### config.mk
export PLATFORM = sky130hd
export DESIGN_NAME = dps_strap_ctrl_flat
export DESIGN_NICKNAME = d
export VERILOG_FILES = /design/src/rtl/dps_strap_ctrl_if.sv /design/src/rtl/dps_strap_ctrl.sv /design/src/flat_wrapper.sv
export SDC_FILE = /design/constraint.sdc
export NUM_CORES = 1
export LEC_CHECK = 0
export CORE_MARGIN = 5
export CORE_UTILIZATION = 45
export DETAILED_ROUTE_END_ITERATION = 10
export PLACE_DENSITY = 0.67
export SYNTH_ARGS = -nofsm -noshare
export SYNTH_HDL_FRONTEND = slang
export SYNTH_SLANG_ARGS = --single-unit
### constraint.sdc
create_clock -name clk_i -period 3.41 [get_ports clk_i]
set_clock_uncertainty 0.2 [all_clocks]
set_input_delay 0.682 -clock clk_i [delete_from_list [all_inputs] [get_ports clk_i]]
set_output_delay 0.682 -clock clk_i [all_outputs]
set_load 0.1 [all_outputs]
### src/rtl/dps_strap_ctrl_if.sv
// rtl/dps_strap_ctrl_if.sv - pad strap, SRST request and sequencer output bundle
interface dps_strap_ctrl_if;
    logic       strap_dps6_i;
    logic       strap_dps7_i;
    logic       srst_ni;
    logic       rst_sys_no;
    logic       dps_spi_sel_o;
    logic       bootstrap_o;
    logic       mode_valid_o;
    logic [7:0] srst_cnt_o;
    logic [1:0] state_o;

    modport master (
        output strap_dps6_i, strap_dps7_i, srst_ni,
        input  rst_sys_no, dps_spi_sel_o, bootstrap_o, mode_valid_o, srst_cnt_o, state_o
    );

    modport slave (
        input  strap_dps6_i, strap_dps7_i, srst_ni,
        output rst_sys_no, dps_spi_sel_o, bootstrap_o, mode_valid_o, srst_cnt_o, state_o
    );
endinterface

### src/rtl/dps_strap_ctrl.sv
// rtl/dps_strap_ctrl.sv - debug pad strap sampler, latch and SRST stretching reset sequencer
module dps_strap_ctrl #(
    parameter int SyncStages        = 2,
    parameter int DebounceCycles    = 16,
    parameter int SrstStretchCycles = 64
) (
    input  logic           clk_i,
    input  logic           rst_ni,
    dps_strap_ctrl_if.slave pads
);
    localparam int DcntW = $clog2(DebounceCycles);
    localparam int ScntW = $clog2(SrstStretchCycles + 1);

    typedef enum logic [1:0] {
        ST_RESET  = 2'd0,
        ST_SAMPLE = 2'd1,
        ST_RUN    = 2'd2,
        ST_SRST   = 2'd3
    } state_e;

    state_e                 state_q, state_d;
    logic [SyncStages-1:0]  sync6_q, sync7_q, syncr_q;
    logic [1:0]             s_strap;
    logic                   s_srst_n;
    logic [1:0]             cand_q, cand_d;
    logic [DcntW-1:0]       dcnt_q, dcnt_d;
    logic [ScntW-1:0]       scnt_q, scnt_d;
    logic                   rst_sys_q;
    logic                   spi_q, spi_d;
    logic                   boot_q, boot_d;
    logic                   valid_q, valid_d;
    logic [7:0]             cnt_q, cnt_d;

    // Synchronisers stay at their reset value through the RESET->SAMPLE edge
    always_ff @(posedge clk_i) begin
        if (!rst_ni || state_q == ST_RESET) begin
            sync6_q <= '0;
            sync7_q <= '0;
            syncr_q <= '1;
        end else begin
            sync6_q <= {sync6_q[SyncStages-2:0], pads.strap_dps6_i};
            sync7_q <= {sync7_q[SyncStages-2:0], pads.strap_dps7_i};
            syncr_q <= {syncr_q[SyncStages-2:0], pads.srst_ni};
        end
    end

    assign s_strap  = {sync7_q[SyncStages-1], sync6_q[SyncStages-1]};
    assign s_srst_n = syncr_q[SyncStages-1];

    always_comb begin
        state_d = state_q;
        cand_d  = cand_q;
        dcnt_d  = dcnt_q;
        scnt_d  = scnt_q;
        spi_d   = spi_q;
        boot_d  = boot_q;
        valid_d = valid_q;
        cnt_d   = cnt_q;
        case (state_q)
            ST_RESET: begin
                state_d = ST_SAMPLE;
                cand_d  = 2'b00;
                dcnt_d  = '0;
            end
            ST_SAMPLE: begin
                if (s_strap != cand_q) begin
                    cand_d = s_strap;
                    dcnt_d = '0;
                end else if (int'(dcnt_q) < DebounceCycles - 1) begin
                    dcnt_d = dcnt_q + DcntW'(1);
                end else begin
                    spi_d   = cand_q[0];
                    boot_d  = cand_q[1];
                    valid_d = 1'b1;
                    state_d = ST_RUN;
                end
            end
            ST_RUN: begin
                if (!s_srst_n) begin
                    state_d = ST_SRST;
                    scnt_d  = '0;
                    if (cnt_q != 8'hff) cnt_d = cnt_q + 8'd1;
                end
            end
            default: begin
                if (int'(scnt_q) < SrstStretchCycles) scnt_d = scnt_q + ScntW'(1);
                if (int'(scnt_q) >= SrstStretchCycles - 1 && s_srst_n) state_d = ST_RUN;
            end
        endcase
    end

    always_ff @(posedge clk_i) begin
        if (!rst_ni) begin
            state_q   <= ST_RESET;
            cand_q    <= 2'b00;
            dcnt_q    <= '0;
            scnt_q    <= '0;
            rst_sys_q <= 1'b0;
            spi_q     <= 1'b0;
            boot_q    <= 1'b0;
            valid_q   <= 1'b0;
            cnt_q     <= 8'd0;
        end else begin
            state_q   <= state_d;
            cand_q    <= cand_d;
            dcnt_q    <= dcnt_d;
            scnt_q    <= scnt_d;
            rst_sys_q <= (state_d == ST_RUN);
            spi_q     <= spi_d;
            boot_q    <= boot_d;
            valid_q   <= valid_d;
            cnt_q     <= cnt_d;
        end
    end

    assign pads.rst_sys_no    = rst_sys_q;
    assign pads.dps_spi_sel_o = spi_q;
    assign pads.bootstrap_o   = boot_q;
    assign pads.mode_valid_o  = valid_q;
    assign pads.srst_cnt_o    = cnt_q;
    assign pads.state_o       = state_q;
endmodule

### src/flat_wrapper.sv
// flat-port wrapper written by rule: the top's interface ports become plain ports
module dps_strap_ctrl_flat 
#(
    parameter int SyncStages        = 2,
    parameter int DebounceCycles    = 16,
    parameter int SrstStretchCycles = 64
)
  (clk_i, rst_ni, pads_strap_dps6_i, pads_strap_dps7_i, pads_srst_ni, pads_rst_sys_no, pads_dps_spi_sel_o, pads_bootstrap_o, pads_mode_valid_o, pads_srst_cnt_o, pads_state_o);
  dps_strap_ctrl_if pads_i ();
  input  logic clk_i;
  input  logic rst_ni;
  input wire logic [$bits(pads_i.strap_dps6_i)-1:0] pads_strap_dps6_i;
  input wire logic [$bits(pads_i.strap_dps7_i)-1:0] pads_strap_dps7_i;
  input wire logic [$bits(pads_i.srst_ni)-1:0] pads_srst_ni;
  output wire logic [$bits(pads_i.rst_sys_no)-1:0] pads_rst_sys_no;
  output wire logic [$bits(pads_i.dps_spi_sel_o)-1:0] pads_dps_spi_sel_o;
  output wire logic [$bits(pads_i.bootstrap_o)-1:0] pads_bootstrap_o;
  output wire logic [$bits(pads_i.mode_valid_o)-1:0] pads_mode_valid_o;
  output wire logic [$bits(pads_i.srst_cnt_o)-1:0] pads_srst_cnt_o;
  output wire logic [$bits(pads_i.state_o)-1:0] pads_state_o;
  assign pads_i.strap_dps6_i = pads_strap_dps6_i;
  assign pads_i.strap_dps7_i = pads_strap_dps7_i;
  assign pads_i.srst_ni = pads_srst_ni;
  assign pads_rst_sys_no = pads_i.rst_sys_no;
  assign pads_dps_spi_sel_o = pads_i.dps_spi_sel_o;
  assign pads_bootstrap_o = pads_i.bootstrap_o;
  assign pads_mode_valid_o = pads_i.mode_valid_o;
  assign pads_srst_cnt_o = pads_i.srst_cnt_o;
  assign pads_state_o = pads_i.state_o;
  dps_strap_ctrl #(.SyncStages(SyncStages), .DebounceCycles(DebounceCycles), .SrstStretchCycles(SrstStretchCycles)) u_core (.clk_i(clk_i), .rst_ni(rst_ni), .pads(pads_i));
endmodule
==> results of run 1 <==
==> kinds of logic (layout without fill, tap and decap cells) <==
family	Yosys count	after routing	synth area share, %
multiplexers	5	5	3.40
AO/OA/AOI/OAI	29	29	13.9
flip-flops	33	33	44.9
XOR/XNOR	8	8	5.78
adder cells (fa/ha/maj)	3	3	2.55
buffers and inverters	7	28	2.47
AND/OR/NAND/NOR	69	69	27.0
==> power groups by stage <==
| stage | clock network [W] | logic (W) | registers (W) |
|---|---|---|---|
| 2_1_floorplan | 0 | 0.0000193 | 0.000405 |
| 3_3_place_gp | 0 | 0.0000289 | 0.000402 |
| 3_5_place_dp | 0 | 0.0000297 | 0.000402 |
| 4_1_cts | 0.000228 | 0.0000298 | 0.000393 |
| 5_1_grt | 0.000251 | 0.0000325 | 0.000394 |
| 6_report | 0.000215 | 0.0000294 | 0.000393 |
==> cell type report <==
class / instances / area share, %
sequential: 33 / 38.8
timing repair buffer: 18 / 8.53
multi-input combinational: 114 / 45.5
inverter: 3 / 0.662
tap: 44 / 3.24
clock buffer: 7 / 3.24
==> synthesized netlist by cell type, types with 2 or more instances <==
cell type  count  area [um^2]
xor2_2         2         32.5
a21oi_1        7         35.0
nand2_1       14         52.6
o21a_1         2         15.0
o21ai_0       10         50.1
or3_1          4         25.0
buf_2          2         10.0
a22oi_1        4         30.0
nor2_1        19         71.3
nand2b_1       3         18.8
nand4_1        5         31.3
nand3_1        6         30.0
xnor2_1        2         17.5
nor3_1         2         10.0
dfxtp_1       33          661
ha_1           3         37.5
and2_1         5         31.3
xor2_1         4         35.0
inv_1          2         7.51
mux2i_1        5         50.1
==> how the worst max path moves through the flow <==
stage | from | slack, ps | endpoint
after floorplan | u_core.pads.srst_cnt_o[0]$_SDFFE_PN0P_ | 1100 | u_core.pads.srst_cnt_o[0]$_SDFFE_PN0P_
after global placement | rst_ni | 830 | u_core.dcnt_q[2]$_SDFFE_PN0P_
after detailed placement | rst_ni | 680 | u_core.dcnt_q[2]$_SDFFE_PN0P_
after CTS | rst_ni | 1040 | u_core.dcnt_q[2]$_SDFFE_PN0P_
after global routing | rst_ni | 900 | u_core.dcnt_q[2]$_SDFFE_PN0P_
final | rst_ni | 1030 | u_core.dcnt_q[2]$_SDFFE_PN0P_
==> per-layer routing <==
layer | track usage (%) | share of wire [%] | vias up
met4 | 6.08 | 0.71 | 0
met1 | 15.5 | 45 | 526
met3 | 5.49 | 5.0 | 2
met5 | 0 | 0 | -
met2 | 23.4 | 49 | 26
li1 | - | - | 584
==> per-stage QoR <==
stage / setup slack (ps) / total power, W / area [um^2]
2_1_floorplan: 1100 / 0.000424 / 1470
3_3_place_gp: 833 / 0.000431 / 1650
3_5_place_dp: 681 / 0.000432 / 1650
4_1_cts: 1040 / 0.000651 / 1700
5_1_grt: 898 / 0.000678 / 1700
6_report: 1030 / 0.000637 / 1700
==> worst register-to-register path, cell delays in order, from the launching register on <==
cell      delay (ps)
dfxtp_1          600
nor3b_4          370
and4_4           300
a21oi_1           90
a311oi_2         240
==> state kept, by name, summed over array words and instances (netlist names) <==
name	count
u_core.pads.state_o	2
u_core.pads.bootstrap_o	1
u_core.sync6_q	2
u_core.pads.dps_spi_sel_o	1
u_core.pads.mode_valid_o	1
u_core.cand_q	2
u_core.pads.srst_cnt_o	8
u_core.sync7_q	2
u_core.syncr_q	2
u_core.pads.rst_sys_no	1
u_core.dcnt_q	4
u_core.scnt_q	7
==> impl_metrics.ini, run 1 <==
[outcome]
status = finished, final reports clean

[sta]
hold_slack_ps = 207
setup_viol = 0
max_freq_mhz = 420
tightest_slew_ps = 440
maxSlewViolCount = 0
slew_headroom_pct = 70.7
period_share_pct = 69.7
final.min_clock_period_ps = 2380
hold_violations = 0
fin_tns_setup_ps = 0
rsz0062_at_grt = false

[critical_path]
path_delay_family = buffers and inverters
cp_slowest_cell = clkdlybuf4s50_1
worst-path-max-fanout = 18
crit_type = input port to flip-flop
r2r_cells = 4
worstSetupEndpointType = flip-flop
worstPathArrival_ps = 2430
path_buf_inv = 2
regToRegStartpoint = u_core.pads.state_o[1]$_SDFF_PN0_
r2r_setup_slack_ps = 1540
slowest_delay_ps = 710
cp_num_cells = 5
startpoint_type = input port
critPathRequiredTime_ps = 3460
crit_chain = clkdlybuf4s50_1 > inv_2 > nor4b_2 > a21oi_1 > mux2i_1
r2r-end = u_core.pads.srst_cnt_o[5]$_SDFFE_PN0P_

[global_routing]
overflow = 0
grt_max_degree = 19
antenna_found_initial = 0
grtUsageTotal_pct = 13.9
grt_pass1_vias = 1086
grt_pass1_wl_um = 4620

[power_and_ir_drop]
power_density_nw_per_um2 = 374
seqPwrFrac_pct = 61.7
clkPwrFrac_pct = 33.7
ir_drop_mv = 0.246
swShare_pct = 21.9
p_int_w = 0.000498
switching_power_w = 0.000139
pwr-share-comb_pct = 4.6
p_leak_nw = 0.652

[cts]
cts_setup_buffers = 0
clk_pin_slew_ps = 90
clk_path_buf_depth = 2
cts_hold_buffers = 0
htreeDepth = 2
clock_latency_ps = 330
numCtsBuffers = 5
clock_sinks = 33
cts_tree = built
clockRootBuffer = clkbuf_4
ctsResizeCount = 0

[worst_hold_path]
hold_class = flip-flop to flip-flop
min_from = u_core.syncr_q[0]$_SDFF_PP1_
min_path_cells = 1
holdPathEnd = u_core.syncr_q[1]$_SDFF_PP1_

[logic_synthesis]
ys.warnings.count = 0
syn_avg_cell_area_um2 = 9.55
synth_cell_types = 40
ys_seq_area_share_pct = 44.9
netlist_area_um2 = 1470
syn_inst = 154
async_flop_share_pct = 0
synth_edf_count = 0
synth_nets = 162
ys_seq_elements = 33
synth_ff_type = dfxtp_1

[final_layout]
area_growth_pct = 15.6
nFillCells = 311
stdcell_count = 219
final_cell_mix = 33 x dfxtp_1, 19 x nor2_1, 14 x nand2_1, 14 x buf_4, 10 x o21ai_0
final_common_cell = dfxtp_1
final-seq-area_um2 = 661
drive_above_1_share_pct = 18.3
nets = 183
multiInputGateArea_um2 = 774
antenna_cells = 0
post-route-util_pct = 54.8

[floorplan]
start_util_pct = 47.4
die_h_um = 67.2
core_area_um2 = 3100
die_area_um2 = 4510
rows = 20
fp.dieW_um = 67.2
io_pins = 19

[flow_run]
cap_violations = 0

[detailed_routing]
postRouteAntennaNets = 0
initialDrtViolationCount = 28
viasPerCell = 5.20
drt-wirelength-per-cell_um = 12.2
wl_um = 2680
drc = 0
vias = 1138
first_pass_iters = 4

[place]
dp_cells = 212
hpwl_um = 1990
gp_congestion = 0.836
portBuffers = 18
No activity file was read; power rests on OpenSTA's default activity.
==> run 2, diff against run 1 <==
--- a/config.mk
+++ b/config.mk
@@ -8,7 +8,7 @@
 export CORE_MARGIN = 5
 export CORE_UTILIZATION = 45
 export DETAILED_ROUTE_END_ITERATION = 10
-export PLACE_DENSITY = 0.67
+export PLACE_DENSITY = 0.7
 export SYNTH_ARGS = -nofsm -noshare
 export SYNTH_HDL_FRONTEND = slang
 export SYNTH_SLANG_ARGS = --single-unit
==> constraint.sdc (replaced) <==
create_clock -name clk_i -period 2 [get_ports clk_i]
set_clock_uncertainty 0.2 [all_clocks]
set_input_delay 0.4 -clock clk_i [delete_from_list [all_inputs] [get_ports clk_i]]
set_output_delay 0.4 -clock clk_i [all_outputs]
set_load 0.1 [all_outputs]
==> run 2 against run 1 <==
Compared with the run above:
- setup slack worse by 890 ps
- register-to-register slack worse by 1400 ps
- critical endpoint is now u_core.pads.bootstrap_o$_SDFFE_PN0P_
- count of clock-buffer cells in the layout stayed put
==> impl_metrics.ini, run 2 (synthesized netlist as in run 1, its figures left out) <==
[critical_path]
startpoint_type = flip-flop
cp_slowest_cell = nor4b_4
worst-path-max-fanout = 5
path_buf_inv = 0
worstPathArrival_ps = 1880
slowest_delay_ps = 410
crit_chain = ha_1 > nand3_1 > nor4b_4 > mux2i_1 > nor2_1
path_delay_family = simple AND/OR/NAND/NOR gates
critPathRequiredTime_ps = 2020
worstSetupEndpointType = flip-flop
crit_type = flip-flop to flip-flop

[power_and_ir_drop]
seqPwrFrac_pct = 60.9
p_leak_nw = 0.715
swShare_pct = 22.4
ir_drop_mv = 0.498
pwr-share-comb_pct = 5.4
clkPwrFrac_pct = 33.7
power_density_nw_per_um2 = 575
p_int_w = 0.000855
switching_power_w = 0.000247

[final_layout]
final_cell_mix = 24 x dfxtp_1, 19 x nor2_1, 14 x nand2_1, 14 x buf_12, 10 x o21ai_0
largest_register_ffs = 8
antenna_cells = 0
nets = 187
drive_above_1_share_pct = 25.1
final_common_cell = dfxtp_1
area_growth_pct = 30.4
post-route-util_pct = 61.8

[cts]
ctsResizeCount = 0
clockRootBuffer = clkbuf_4
cts_setup_buffers = 0
cts_tree = built
htreeDepth = 2
clock_latency_ps = 320
clk_pin_slew_ps = 100
clock_sinks = 33
cts_hold_buffers = 0
numCtsBuffers = 5
clk_path_buf_depth = 2

[sta]
hold_violations = 0
setup_viol = 0
tightest_slew_ps = 485
period_share_pct = 93.1
final.min_clock_period_ps = 1860
max_freq_mhz = 537
hold_slack_ps = 231
maxSlewViolCount = 0
slew_headroom_pct = 67.5
rsz0062_at_grt = false

[floorplan]
core_area_um2 = 3100
rows = 20
io_pins = 19
die_area_um2 = 4510
fp.dieW_um = 67.2
start_util_pct = 47.4
die_h_um = 67.2

[detailed_routing]
viasPerCell = 5.19
first_pass_iters = 5
postRouteAntennaNets = 0
wl_um = 2920
drc = 0
vias = 1157
drt-wirelength-per-cell_um = 13.1
initialDrtViolationCount = 82

[global_routing]
grt_pass1_wl_um = 4970
grt_max_degree = 12
grt_pass1_vias = 1126
antenna_found_initial = 0
grtUsageTotal_pct = 14.6
overflow = 0

[outcome]
status = finished, final reports clean

[place]
hpwl_um = 2220
gp_congestion = 0.782
portBuffers = 18

[flow_run]
cap_violations = 0

[worst_hold_path]
hold_class = flip-flop to flip-flop
-- run 2: final timing paths --
path                                                    start                              endpoint  slack (ps)  depth (start not counted)
worst max-delay path            u_core.dcnt_q[0]$_SDFFE_PN0P_  u_core.pads.bootstrap_o$_SDFFE_PN0P_         140                          5
worst min-delay path             u_core.syncr_q[0]$_SDFF_PP1_          u_core.syncr_q[1]$_SDFF_PP1_         230                          1
worst min register to register   u_core.syncr_q[0]$_SDFF_PP1_          u_core.syncr_q[1]$_SDFF_PP1_         230                          1
worst max register to register  u_core.dcnt_q[0]$_SDFFE_PN0P_  u_core.pads.bootstrap_o$_SDFFE_PN0P_         140                          5
-- run 2: through the flow --
stage          area (um^2)  total power (W)  cells  setup TNS [ps]  setup slack, ps
2_1_floorplan         1480         0.000723    154           -23.7            -23.7
3_3_place_gp          1860         0.000744    216               0             71.8
3_5_place_dp          1860         0.000746    216           -60.6            -60.6
4_1_cts               1920          0.00112    223               0              128
5_1_grt               1920          0.00115    223               0             56.9
6_report              1920          0.00110    223               0              138
-- run 2: final cells by class --
| type | instances | area (um^2) |
|---|---|---|
| clock buffers | 7 | 55.1 |
| fillers | 272 | 1180 |
| inverters | 3 | 11.3 |
| multi-input cells | 114 | 774 |
| flip-flops and latches | 33 | 672 |
| well taps | 44 | 55.1 |
| repair buffers | 22 | 350 |
-- run 2: per-layer routing --
metal  vias up  share of wire (%)  GRT usage [%]
met4         0                  0           6.08
met3         0                4.9           4.33
met5         -                  0              0
li1        595                  -              -
met2        34                 46           22.3
met1       528                 49           19.1
-- run 2: power by group through the flow --
stage | Combinational (W) | Clock (W) | Sequential (W)
3_5_place_dp | 0.0000593 | 0 | 0.000687
5_1_grt | 0.0000640 | 0.000415 | 0.000673
2_1_floorplan | 0.0000328 | 0 | 0.000690
4_1_cts | 0.0000596 | 0.000389 | 0.000672
3_3_place_gp | 0.0000575 | 0 | 0.000686
6_report | 0.0000596 | 0.000371 | 0.000672
==> run 3, diff against run 2 <==
--- a/config.mk
+++ b/config.mk
@@ -7,6 +7,7 @@
 export LEC_CHECK = 0
 export CORE_MARGIN = 5
 export CORE_UTILIZATION = 45
+export CTS_CLUSTER_SIZE = 28
 export DETAILED_ROUTE_END_ITERATION = 10
 export PLACE_DENSITY = 0.7
 export SYNTH_ARGS = -nofsm -noshare
==> results of run 3 <==
The final DEF is identical to that of run 2; final timing and power are the same.
